File: src/rtl/mem_pkg.sv
`default_nettype none
// +------------------------------------------------------------------+
// | mem_pkg : load-op codes, passthru field offsets, fwd bus width    |
// | Revision 1.0                                                      |
// +------------------------------------------------------------------+
package mem_pkg;

  localparam logic [2:0] LD_NONE = 3'd0;
  localparam logic [2:0] LD_B    = 3'd1;
  localparam logic [2:0] LD_H    = 3'd2;
  localparam logic [2:0] LD_W    = 3'd3;
  localparam logic [2:0] LD_BU   = 3'd4;
  localparam logic [2:0] LD_HU   = 3'd5;

  localparam int PC_LSB   = 0;
  localparam int RES_LSB  = 32;
  localparam int DEST_LSB = 64;
  localparam int GRWE_BIT = 69;

  localparam int FWD_W = 40;

endpackage
`default_nettype wire

File: src/rtl/mem_load_align.sv
`default_nettype none
// +------------------------------------------------------------------+
// | mem_load_align : selects and sign/zero-extends load data          |
// | Revision 1.0                                                      |
// +------------------------------------------------------------------+
module mem_load_align
  import mem_pkg::*;
(
  input  logic [2:0]  ld_op,
  input  logic [1:0]  addr,
  input  logic [31:0] word,
  output logic [31:0] result
);

  logic [7:0]  byte_sel;
  logic [15:0] half_sel;

  always_comb begin
    byte_sel = word[7:0];
    case (addr)
      2'd1:    byte_sel = word[15:8];
      2'd2:    byte_sel = word[23:16];
      2'd3:    byte_sel = word[31:24];
      default: byte_sel = word[7:0];
    endcase

    half_sel = addr[1] ? word[31:16] : word[15:0];

    case (ld_op)
      LD_B:    result = {{24{byte_sel[7]}}, byte_sel};
      LD_H:    result = {{16{half_sel[15]}}, half_sel};
      LD_BU:   result = {24'd0, byte_sel};
      LD_HU:   result = {16'd0, half_sel};
      default: result = word;
    endcase
  end

endmodule
`default_nettype wire

File: src/rtl/mem_stage.sv
`default_nettype none
// +------------------------------------------------------------------+
// | mem_stage : MEM pipeline stage (SRAM wait, load align, fwd bus)   |
// | Option macro: MEM_LOAD_FWD_EN (forward load data before WB)       |
// | Revision 1.0                                                      |
// +------------------------------------------------------------------+
module mem_stage
  import mem_pkg::*;
#(
  parameter int PASS_W   = 224,
  parameter int CANCEL_W = 2
) (
  input  logic                clk,
  input  logic                reset,
  output logic                ms_allowin,
  input  logic                es_to_ms_valid,
  input  logic [PASS_W+4:0]   es_to_ms_bus,
  input  logic                data_sram_data_ok,
  input  logic [31:0]         data_sram_rdata,
  input  logic                ws_allowin,
  output logic                ms_to_ws_valid,
  output logic [PASS_W-1:0]   ms_to_ws_bus,
  output logic [FWD_W-1:0]    ms_fwd_bus,
  output logic                ms_ex,
  input  logic                flush
);

  logic                ms_valid;
  logic [PASS_W+4:0]   ms_bus;
  logic                rdata_buf_valid;
  logic [31:0]         rdata_buf;
  logic [CANCEL_W-1:0] discard_cnt;

  logic [2:0]          ld_op;
  logic                mem_req;
  logic                ex_any;
  logic [PASS_W-1:0]   passthru;
  logic [31:0]         addr_res;
  logic [4:0]          dest;
  logic                gr_we;

  logic                is_load;
  logic                waiting;
  logic                resp_ok;
  logic                ms_ready_go;
  logic                ms_leave;
  logic                cnt_inc;
  logic                cnt_dec;
  logic [31:0]         load_src;
  logic [31:0]         load_val;
  logic                ms_res_pending;
  logic [31:0]         ms_result;

  assign ld_op    = ms_bus[PASS_W+4:PASS_W+2];
  assign mem_req  = ms_bus[PASS_W+1];
  assign ex_any   = ms_bus[PASS_W];
  assign passthru = ms_bus[PASS_W-1:0];
  assign addr_res = passthru[RES_LSB +: 32];
  assign dest     = passthru[DEST_LSB +: 5];
  assign gr_we    = passthru[GRWE_BIT];

  assign is_load = (ld_op != LD_NONE);

  // Responses owed to flushed instructions are swallowed before ours counts.
  assign waiting     = ms_valid && mem_req && !ex_any && !rdata_buf_valid;
  assign resp_ok     = data_sram_data_ok && (discard_cnt == '0);
  assign ms_ready_go = !waiting || resp_ok;

  assign ms_allowin     = !ms_valid || (ms_ready_go && ws_allowin);
  assign ms_to_ws_valid = ms_valid && ms_ready_go && !flush;
  assign ms_leave       = ms_valid && ms_ready_go && ws_allowin;
  assign ms_ex          = ms_valid && ex_any;

  always_ff @(posedge clk) begin
    if (reset) begin
      ms_valid <= 1'b0;
      ms_bus   <= '0;
    end else begin
      if (flush) begin
        ms_valid <= 1'b0;
      end else if (ms_allowin) begin
        ms_valid <= es_to_ms_valid;
      end
      if (es_to_ms_valid && ms_allowin) begin
        ms_bus <= es_to_ms_bus;
      end
    end
  end

  // Holds a response that arrived while WB was stalled; the SRAM won't repeat it.
  always_ff @(posedge clk) begin
    if (reset) begin
      rdata_buf_valid <= 1'b0;
      rdata_buf       <= '0;
    end else if (flush || ms_leave) begin
      rdata_buf_valid <= 1'b0;
    end else if (waiting && resp_ok && !ws_allowin) begin
      rdata_buf_valid <= 1'b1;
      rdata_buf       <= data_sram_rdata;
    end
  end

  // A flush that coincides with a discarded response nets to no change.
  assign cnt_inc = flush && waiting && !resp_ok;
  assign cnt_dec = data_sram_data_ok && (discard_cnt != '0);

  always_ff @(posedge clk) begin
    if (reset) begin
      discard_cnt <= '0;
    end else if (cnt_inc && !cnt_dec) begin
      if (discard_cnt != '1) begin
        discard_cnt <= discard_cnt + CANCEL_W'(1);
      end
    end else if (cnt_dec && !cnt_inc) begin
      discard_cnt <= discard_cnt - CANCEL_W'(1);
    end
  end

  assign load_src = rdata_buf_valid ? rdata_buf : data_sram_rdata;

  mem_load_align u_align (
    .ld_op  (ld_op),
    .addr   (addr_res[1:0]),
    .word   (load_src),
    .result (load_val)
  );

  always_comb begin
    ms_to_ws_bus = passthru;
    if (is_load) begin
      ms_to_ws_bus[RES_LSB +: 32] = load_val;
    end
  end

`ifdef MEM_LOAD_FWD_EN
  assign ms_res_pending = ms_valid && is_load && !ms_ready_go;
  assign ms_result      = is_load ? load_val : addr_res;
`else
  assign ms_res_pending = ms_valid && is_load;
  assign ms_result      = addr_res;
`endif

  assign ms_fwd_bus = {ms_valid, ms_res_pending, gr_we, dest, ms_result};

endmodule
`default_nettype wire
File: config.mk
export PLATFORM = sky130hd
export DESIGN_NAME = mem_stage
export DESIGN_NICKNAME = d
export VERILOG_FILES = /design/src/rtl/mem_pkg.sv /design/src/rtl/mem_load_align.sv /design/src/rtl/mem_stage.sv
export SDC_FILE = /design/constraint.sdc
export NUM_CORES = 1
export LEC_CHECK = 0
export ABC_AREA = 1
export BUFFER_PORTS_ARGS = -buffer_cell sky130_fd_sc_hd__buf_2
export CAP_MARGIN = 30
export CORE_AREA = 2 2 210 212
export CTS_CLUSTER_DIAMETER = 100
export CTS_CLUSTER_SIZE = 12
export DETAILED_ROUTE_END_ITERATION = 7
export DIE_AREA = 0 0 212 214
export SLEW_MARGIN = 20
export SYNTH_ARGS = -nofsm -noshare
export SYNTH_HDL_FRONTEND = slang
export SYNTH_HIERARCHICAL = 1
export SYNTH_SLANG_ARGS = --single-unit
File: constraint.sdc
create_clock -name clk -period 2.75 [get_ports clk]
set_input_delay 0.4125 -clock clk [delete_from_list [all_inputs] [get_ports clk]]
set_output_delay 0.4125 -clock clk [all_outputs]
set_load 0.02 [all_outputs]
* Word-level counts from Yosys, hierarchy flattened
Cells that the tools add are included.
Word-level totals: word-level logic and storage cells 63, output and inout bits 267, input bits 267, register bits after elaboration 265
Operators by class: muxes and demuxes 8, reductions and logical operators 38, add/subtract/negate cells 2, bitwise operators 1, equality and inequality tests 9
Operator list (count):
- $pmux 32 s4 | 1
- $mux 32 | 2
- $pmux 8 s3 | 1
- $logic_and 1x1->1 | 18
- $mux 16 | 1
- $logic_not 1->1 | 9
- $eq 3x3->1 const B | 2
- $mux 2 | 3
- $eq 2x2->1 const B | 2
- $reduce_and 2->1 | 2
- $reduce_bool 2->1 | 2
- $reduce_or 2->1 | 2
- $eq 3x1->1 const B | 1
- $eq 3x2->1 const B | 1
- $logic_or 1x1->1 | 3
- $reduce_bool 3->1 | 1
- $add 2x1->2 const B | 1
- $eq 2x1->1 const B | 1
- $logic_not 2->1 | 1
- $ne 2x1->1 const B | 1
- $ne 2x2->1 const B | 1
- $sub 2x1->2 const B | 1
- $not 1->1 | 1

* Longest topological paths before layout
Gate-level depths: netlist of run 1.
depth in word-level cells 10, gate-level depth with buffers 14, gate-level depth less buffers 11

* Modules after synthesis
Netlist of run 1, hierarchy kept.
Modules (own cells, without submodules):
- mem_stage | times used 1, sequential area each 5305.1 um^2, cells an instance 2125, area an instance 15152.0 um^2
- mem_load_align | times used 1, sequential area each 0.0 um^2, cells an instance 209, area an instance 927.1 um^2

* Worst setup path after synthesis of run 1
No wires, ideal clock.
path kind register -> output, start point reg rdata_buf_valid, end point out ms_to_ws_bus[49], arrival time 1.689 ns, stages on the path, launching flop included 15, setup slack 0.649 ns, buffers on the path 3, required time 2.338 ns, cell sequence dfxtp_1 buf_6 inv_4 clkbuf_1 nand2_1 nand2_1 nand2_4 nand3_2 nand3_4 nand2_2 inv_2 buf_6 nand2_1 nand2_1 nand2_1
On the way: word-level cells in the longest chain between the ends 4, elaborated cells between the ends (all ways) 5, those cells by class mux (5)
Ends and longest elaborated chain:
- start, declared | RTL line mem_stage.sv:30 | logic rdata_buf_valid;
- start signal, assigned | RTL line mem_stage.sv:93 | rdata_buf_valid <= 1'b0;
- start signal, assigned | RTL line mem_stage.sv:96 | rdata_buf_valid <= 1'b0;
- start signal, assigned | RTL line mem_stage.sv:98 | rdata_buf_valid <= 1'b1;
- $mux 32 | RTL line mem_stage.sv:119 | assign load_src = rdata_buf_valid ? rdata_buf : data_sram_rdata;
- via load_src[23] | RTL line mem_stage.sv:49 | logic [31:0] load_src;
- $pmux 8 s3 | RTL line mem_load_align.sv:20 | case (addr)
- $pmux 32 s4 | RTL line mem_load_align.sv:29 | case (ld_op)
- via load_val[17] | RTL line mem_stage.sv:50 | logic [31:0] load_val;
- $mux 32 | RTL line mem_stage.sv:130 | if (is_load) begin
- end, declared | RTL line mem_stage.sv:22 | output logic [PASS_W-1:0] ms_to_ws_bus,
The timed path passes the listed nets, and every way through them passes these cells.

* Final worst setup path of run 1
start point reg rdata_buf_valid, end point out ms_to_ws_bus[41]
The elaborated chain is that of the path after synthesis.

==> run summary, run 1 <==
CP max stage cell: dfxtp_4
Hold Vio Cnt, Final: 0
port bufs: 533
width of the die: 212 um
synth-to-layout area growth: 15.38%
area of placed instances: 17260 sq um
top fanout value on the critical path: 7
layout cells sized above 1: 0.3452
Seq/Total Area, Yosys: 0.3299
CP startpoint kind: register
die area: 45370 sq um
fin crit period: 2686 ps
Pre-antenna DRT Iters: 8
CTS tree: built
Worst Path Required: 2340 ps
Layout Nets: 2847
Sw Pwr: 3.261 mW
gr ovfl total: 0
ANT nets after route: 0
worst-margin pin slew: 579.2 ps
placer congestion estimate: 0.9037
Rows: 76
Synth Net Count: 2601
Worst Hold Launch: data_sram_rdata[17]
maximum clock path buffer count: 3
drt wl/cell: 15.29 um
final wirelength: 48.55 mm
largest net degree at the start of global routing: 91
Yosys warnings: 6
final instance area: 18550 sq um
htree depth: 1
detailed-route via count: 14880
post-layout total power: 10.02 mW
register bit total from synthesis: 265
leakage power: 10.26 nW
CP peak stage delay: 480 ps
Starting DRT DRC Count: 925
CTS Buf Count: 26
Final setup viols: 0
vias in the first global route: 13510
cell area after synthesis: 16080 sq um
DRC violations left: 0
CTS clk-pin slew, worst paths: 70 ps
CP delay by family, top: simple AND/OR/NAND/NOR gates
Synth Instances: 2334
I/O pin count: 534
hold_buf cts: 0
starting density of the core: 0.3749
flop2flop setup slack: 580 ps
vias per cell: 4.688
worst r2r src: rdata_buf_valid$_SDFFE_PP0P_
CP Class: register to primary output
most used cell along the critical path: nand2_1
Clk pwr share: 0.326
Core Util, Final: 0.4326
Combinational Power Share: 0.249
status: finished, final reports clean
number of library cell types mapped by synthesis: 27
CP Capture Type: primary output
CTS root buf: clkbuf_16
syn avg cell area: 6.889 sq um
global-route wire length before repair: 73.04 mm
Max-Cap Viols: 0
Internal: 6.756 mW
Hold WS: 111.8 ps
Tcrit/Tclk final: 0.9769
DP HPWL: 34.95 mm
clk sinks: 265
crit path from: rdata_buf_valid$_SDFFE_PP0P_
RSZ-0062 raised after global routing: true
Relative slew margins: 0.6139
FMAX: 372.3 MHz
clock skew: 14.85 ps
WP data arrival: 2270 ps
worst-skew pair later-pin latency: 560 ps
sequential power share: 0.425
Total GRT Usage: 0.1994
crit path cell chain: buf_12, nand2_1, nand2_2, nand2_2, nand3_2, nand3_4, buf_6, nand4_1, nand2_1, nand2_1, buf_6
Sw Share: 0.3255
P per Cell Area: 539.9 nW/um^2
Worst VDD drop: 0.3739 mV
worst hold-check path type: input pin to register
Core Footprint: 42890 sq um
Slew Viols, Final: 0
initial antenna violation count: 21
chip height: 214 um
crit path buf inv count: 3
-- through the flow --
| step | setup TNS, ps | instances | setup slack [ps] |
|---|---|---|---|
| finish | 0 | 3175 | 63.66 |
| global route | -955.2 | 3171 | -84.24 |
| CTS | 0 | 3143 | 8.639 |
| detailed placement | 0 | 3114 | 457.6 |
| global placement | 0 | 3114 | 485.8 |
| floorplan | 0 | 2334 | 648.7 |
-- flip-flops by register name (all words and copies together), names as in the netlist --
| signal | cells |
|---|---|
| discard_cnt | 2 |
| ms_bus | 229 |
| ms_valid | 1 |
| rdata_buf | 32 |
| rdata_buf_valid | 1 |
-- kinds of logic (layout without fill, tap and decap cells) --
| group | after synthesis | in the layout | synth area share |
|---|---|---|---|
| other cells | 0 | 9 | 0 |
| buf+inv | 648 | 895 | 0.2327 |
| flops | 265 | 265 | 0.3299 |
| simple gates | 1143 | 1143 | 0.3506 |
| compound gates | 278 | 278 | 0.08676 |
-- placed cells by master (no fill, tap or decap), types with 2 or more instances in the layout --
cell and count:
buf_4 66, inv_1 241, nand2_1 507, nand3_1 61, buf_6 21, buf_8 3
inv_8 4, clkbuf_16 29, o21ai_0 34, a21oi_1 233, nand4_1 7, diode_2 9
nand2_8 2, dfxtp_1 264, inv_2 7, nor3_1 35, clkinvlp_4 3, nand2_2 37
buf_12 11, inv_6 2, nor2_1 300, nand3_4 2, nand3_2 183, o21ai_1 5
buf_2 504, o21ai_2 6, nand2_4 5
-- cell type report --
type | count | area [sq um]
multi-input combinational | 1421 | 7197
inverter | 254 | 988.4
fill | 4580 | 24330
antenna | 9 | 22.52
tap | 585 | 732.0
sequential | 265 | 5309
timing repair inverter | 4 | 36.28
clock buffer | 28 | 679.4
timing repair buffer | 608 | 3577
clock inverter | 1 | 11.26
-- worst reg2reg max path, stage by stage (launching register included) --
cell and delay (ps):
dfxtp_4 480, buf_12 150, inv_8 50, nand2_2 100
nor2_4 60, nand2_2 80, nand2_2 100, nand2_8 300
buf_4 450, nand3_1 160, nand2_1 100, nor2_1 40
-- cell usage after synthesis, drive strengths merged --
cell type,instances,area [sq um]
nand2,551,2103
buf,328,2537
nor2,302,1144
dfxtp,265,5305
inv,253,952.2
nand3,246,2160
a21oi,233,1166
clkbuf,66,247.7
o21ai,45,229.0
nor3,36,180.2
nand4,7,43.79
clkinv,1,3.750
nand3b,1,7.510
-- worst paths after layout --
| path | cells past startpoint | to |
|---|---|---|
| setup / recovery | 11 | ms_to_ws_bus[41] |
| hold / removal | 3 | rdata_buf[17]$_SDFFE_PP0P_ |
| setup reg to reg | 11 | ms_bus[222]$_SDFFE_PP0P_ |
| hold reg to reg | 2 | ms_bus[79]$_SDFFE_PP0P_ |
-- power by group through the flow --
stage               Combinational [mW]  Clock (mW)  Sequential (mW)
floorplan                         1.92           0             4.29
global placement                  2.34           0             4.33
detailed placement                2.35           0             4.34
CTS                               2.36        3.40             4.25
global route                      2.74        3.52             4.28
finish                            2.49        3.27             4.26
-- layer usage --
metal,vias to the layer above,global-route usage,share of wire,wire [um]
met2,494,0.3376,0.48,23070
met3,104,0.05688,0.083,4037
met1,6786,0.2396,0.41,19810
li1,7487,-,-,-
met5,-,0.001078,0.0014,69
met4,12,0.07019,0.032,1563
-- repair_timing --
| action | 4_1_cts | 5_1_grt |
|---|---|---|
| resized for setup | 8 | 125 |
| setup endpoints to repair | 28 | 32 |
| pin swaps | 0 | 25 |
| cloned | 0 | 6 |
| setup buffers | 0 | 17 |
(Power assumes the default switching activity.)
==> run 2: changes to the inputs <==
--- a/config.mk
+++ b/config.mk
@@ -6,13 +6,13 @@
 export NUM_CORES = 1
 export LEC_CHECK = 0
 export ABC_AREA = 1
-export BUFFER_PORTS_ARGS = -buffer_cell sky130_fd_sc_hd__buf_2
 export CAP_MARGIN = 30
 export CORE_AREA = 2 2 210 212
 export CTS_CLUSTER_DIAMETER = 100
 export CTS_CLUSTER_SIZE = 12
 export DETAILED_ROUTE_END_ITERATION = 7
 export DIE_AREA = 0 0 212 214
+export DONT_BUFFER_PORTS = 1
 export SLEW_MARGIN = 20
 export SYNTH_ARGS = -nofsm -noshare
 export SYNTH_HDL_FRONTEND = slang
==> run 2 against run 1 <==
Net effect:
- the flow now finishes with violations (max-slew violations)
- total power down 7.2%
- highest routed layer is now met4
- register-to-register slack about the same
- sequential share of layout area up 5.4 points
- clock skew up 12 ps
- worst hold slack worse by 59 ps
==> run summary, run 2 (synthesized netlist as in run 1, its figures left out) <==
WP data arrival: 2220 ps (was 2270 ps)
port bufs: 0 (was 533)
Core Util, Final: 0.3635 (was 0.4326)
Relative slew margins: -0.4546 (was 0.6139)
leakage power: 7.814 nW (was 10.26 nW)
crit path cell chain: inv_4, buf_12, nand2_1, nand2_1, inv_1, o21ai_1, nor2_1, nor2_1, nor2_1, nor2_1, nand2_1, nand2_1 (was buf_12, nand2_1, nand2_2, nand2_2, nand3_2, nand3_4, buf_6, nand4_1, nand2_1, nand2_1, buf_6)
Tcrit/Tclk final: 0.9571 (was 0.9769)
CTS tree: built (unchanged)
layout cells sized above 1: 0.1436 (was 0.3452)
initial antenna violation count: 3 (was 21)
Hold WS: 53.04 ps (was 111.8 ps)
Starting DRT DRC Count: 846 (was 925)
gr ovfl total: 0 (unchanged)
largest net degree at the start of global routing: 460 (was 91)
placed cells: 2565 (was 3114)
Final setup viols: 0 (unchanged)
Rows: 76 (unchanged)
placer congestion estimate: 0.9411 (was 0.9037)
DRC violations left: 0 (unchanged)
CTS clk-pin slew, worst paths: 60 ps (was 70 ps)
Layout Nets: 2313 (was 2847)
Slew Viols, Final: 235 (was 0)
commonest non-fill, non-tap cell in the layout: nand2_1 (unchanged)
global-route wire length before repair: 68.63 mm (was 73.04 mm)
starting density of the core: 0.3749 (unchanged)
Worst VDD drop: 0.4275 mV (was 0.3739 mV)
detailed-route via count: 12870 (was 14880)
CP Class: register to primary output (unchanged)
post-layout total power: 9.293 mW (was 10.02 mW)
largest register by flop count: ms_bus (unchanged)
synth-to-layout area growth: -3.042% (was 15.38%)
Hold Vio Cnt, Final: 0 (unchanged)
chip height: 214 um (unchanged)
Regs by FF count: ms_bus: 229 flops, rdata_buf: 32 flops, discard_cnt: 2 flops (unchanged)
worst hold path depth: 2 (was 3)
final cell count without fillers: 2636 (was 3175)
final wirelength: 45.97 mm (was 48.55 mm)
RSZ-0062 raised after global routing: true (unchanged)
die area: 45370 sq um (unchanged)
worst-margin pin slew: 2182 ps (was 579.2 ps)
CTS Buf Count: 26 (unchanged)
most frequent cells in the layout: 527 x nand2_1, 300 x nor2_1, 263 x dfxtp_1 (was 507 x nand2_1, 504 x buf_2, 300 x nor2_1)
width of the die: 212 um (unchanged)
violations in the final reports: max-slew violations
fin crit period: 2632 ps (was 2686 ps)
htree depth: 1 (unchanged)
Worst Path Required: 2340 ps (about the same)
clock skew: 27.08 ps (was 14.85 ps)
Core Footprint: 42890 sq um (unchanged)
CP startpoint kind: register (unchanged)
ANT nets after route: 0 (unchanged)
CP peak stage delay: 350 ps (was 480 ps)
CP max stage cell: dfxtp_2 (was dfxtp_4)
met3 Use GR: 0.05996 (was 0.05688)
worst hold-check path type: input pin to register (unchanged)
FMAX: 379.9 MHz (was 372.3 MHz)
CTS root buf: clkbuf_16 (unchanged)
met2 Use GR: 0.3346 (was 0.3376)
clk sinks: 265 (unchanged)
Total GRT Usage: 0.1915 (was 0.1994)
met1 Use GR: 0.2183 (was 0.2396)
max reg flops: 229 (unchanged)
DP HPWL: 31.53 mm (was 34.95 mm)
Pre-antenna DRT Iters: 7 (was 8)
drt wl/cell: 17.44 um (was 15.29 um)
status: finished with violations (was finished, final reports clean)
vias in the first global route: 11890 (was 13510)
GR peak layer: met2 (unchanged)
top fanout value on the critical path: 14 (was 7)
worst-skew pair later-pin latency: 560 ps (about the same)
Max-Cap Viols: 0 (unchanged)
maximum clock path buffer count: 3 (unchanged)
R2R depth: 11 (unchanged)
CP Capture Type: primary output (unchanged)
P per Cell Area: 596.1 nW/um^2 (was 539.9 nW/um^2)
vias per cell: 4.882 (was 4.688)
I/O pin count: 534 (unchanged)
==> run 2: changes by cell type in the layout (fill, tap and decap cells not counted), sizes merged <==
cell | before | now
buf | 605 | 41
dlygate4sd3 | 0 | 36
diode | 9 | 4
clkbuf | 31 | 28
clkinv | 2 | 1
clkinvlp | 3 | 2
inv | 254 | 253
==> run 2: area by class of cell <==
cell class / instances / area, sq um
clock inverter: 1 / 11.26
clock buffer: 28 / 679.4
inverter: 254 / 972.2
tap: 585 / 732.0
fill: 4592 / 27300
timing repair inverter: 1 / 7.507
antenna: 4 / 10.01
sequential: 265 / 5308
timing repair buffer: 77 / 772.0
multi-input combinational: 1421 / 7098
==> run 2: per-layer routing <==
metal	wire length [um]	up-vias
met2	22170	486
met4	1399	0
met5	0	-
met1	18100	5903
met3	4301	69
li1	-	6412
==> run 2: report_power, final <==
part / switching (mW) / total [mW] / internal, mW
sequential: 0.526 / 4.62 / 4.10
clock: 1.51 / 3.24 / 1.73
combinational: 0.914 / 1.43 / 0.513
total: 2.95 / 9.29 / 6.34
==> run 2: through the flow <==
stage	setup WS (ps)	setup TNS (ps)	area, sq um
final	117.8	0	15590
after global routing	-2.653	-2.653	15590
after CTS	0.3311	0	15520
after detailed placement	451.4	0	14420
after global placement	499.2	0	14420
after floorplan	648.7	0	16080
==> run 2: final timing paths <==
check	to	slack, ps	start
max	ms_to_ws_bus[35]	120	rdata_buf_valid$_SDFFE_PP0P_
min	rdata_buf[18]$_SDFFE_PP0P_	50	flush
max reg2reg	ms_bus[152]$_SDFFE_PP0P_	590	rdata_buf_valid$_SDFFE_PP0P_
min reg2reg	discard_cnt[1]$_SDFFE_PP0P_	490	discard_cnt[1]$_SDFFE_PP0P_
==> run 2: what timing repair did <==
item                                   CTS  global route
hold buffers                            36             0
gates resized for setup                 10            19
gates cloned                             0             1
endpoints found under the hold margin   35             0
setup endpoints to repair               23            29
buffers inserted                         1             0
==> run 2: worst max-delay path, delay by kind of cell, from the launching register on <==
family                 cells  cell delay (ps)
AND/OR/NAND/NOR            8              730
buffers and inverters      3              360
flip-flops                 1              350
AO/OA/AOI/OAI              1              220
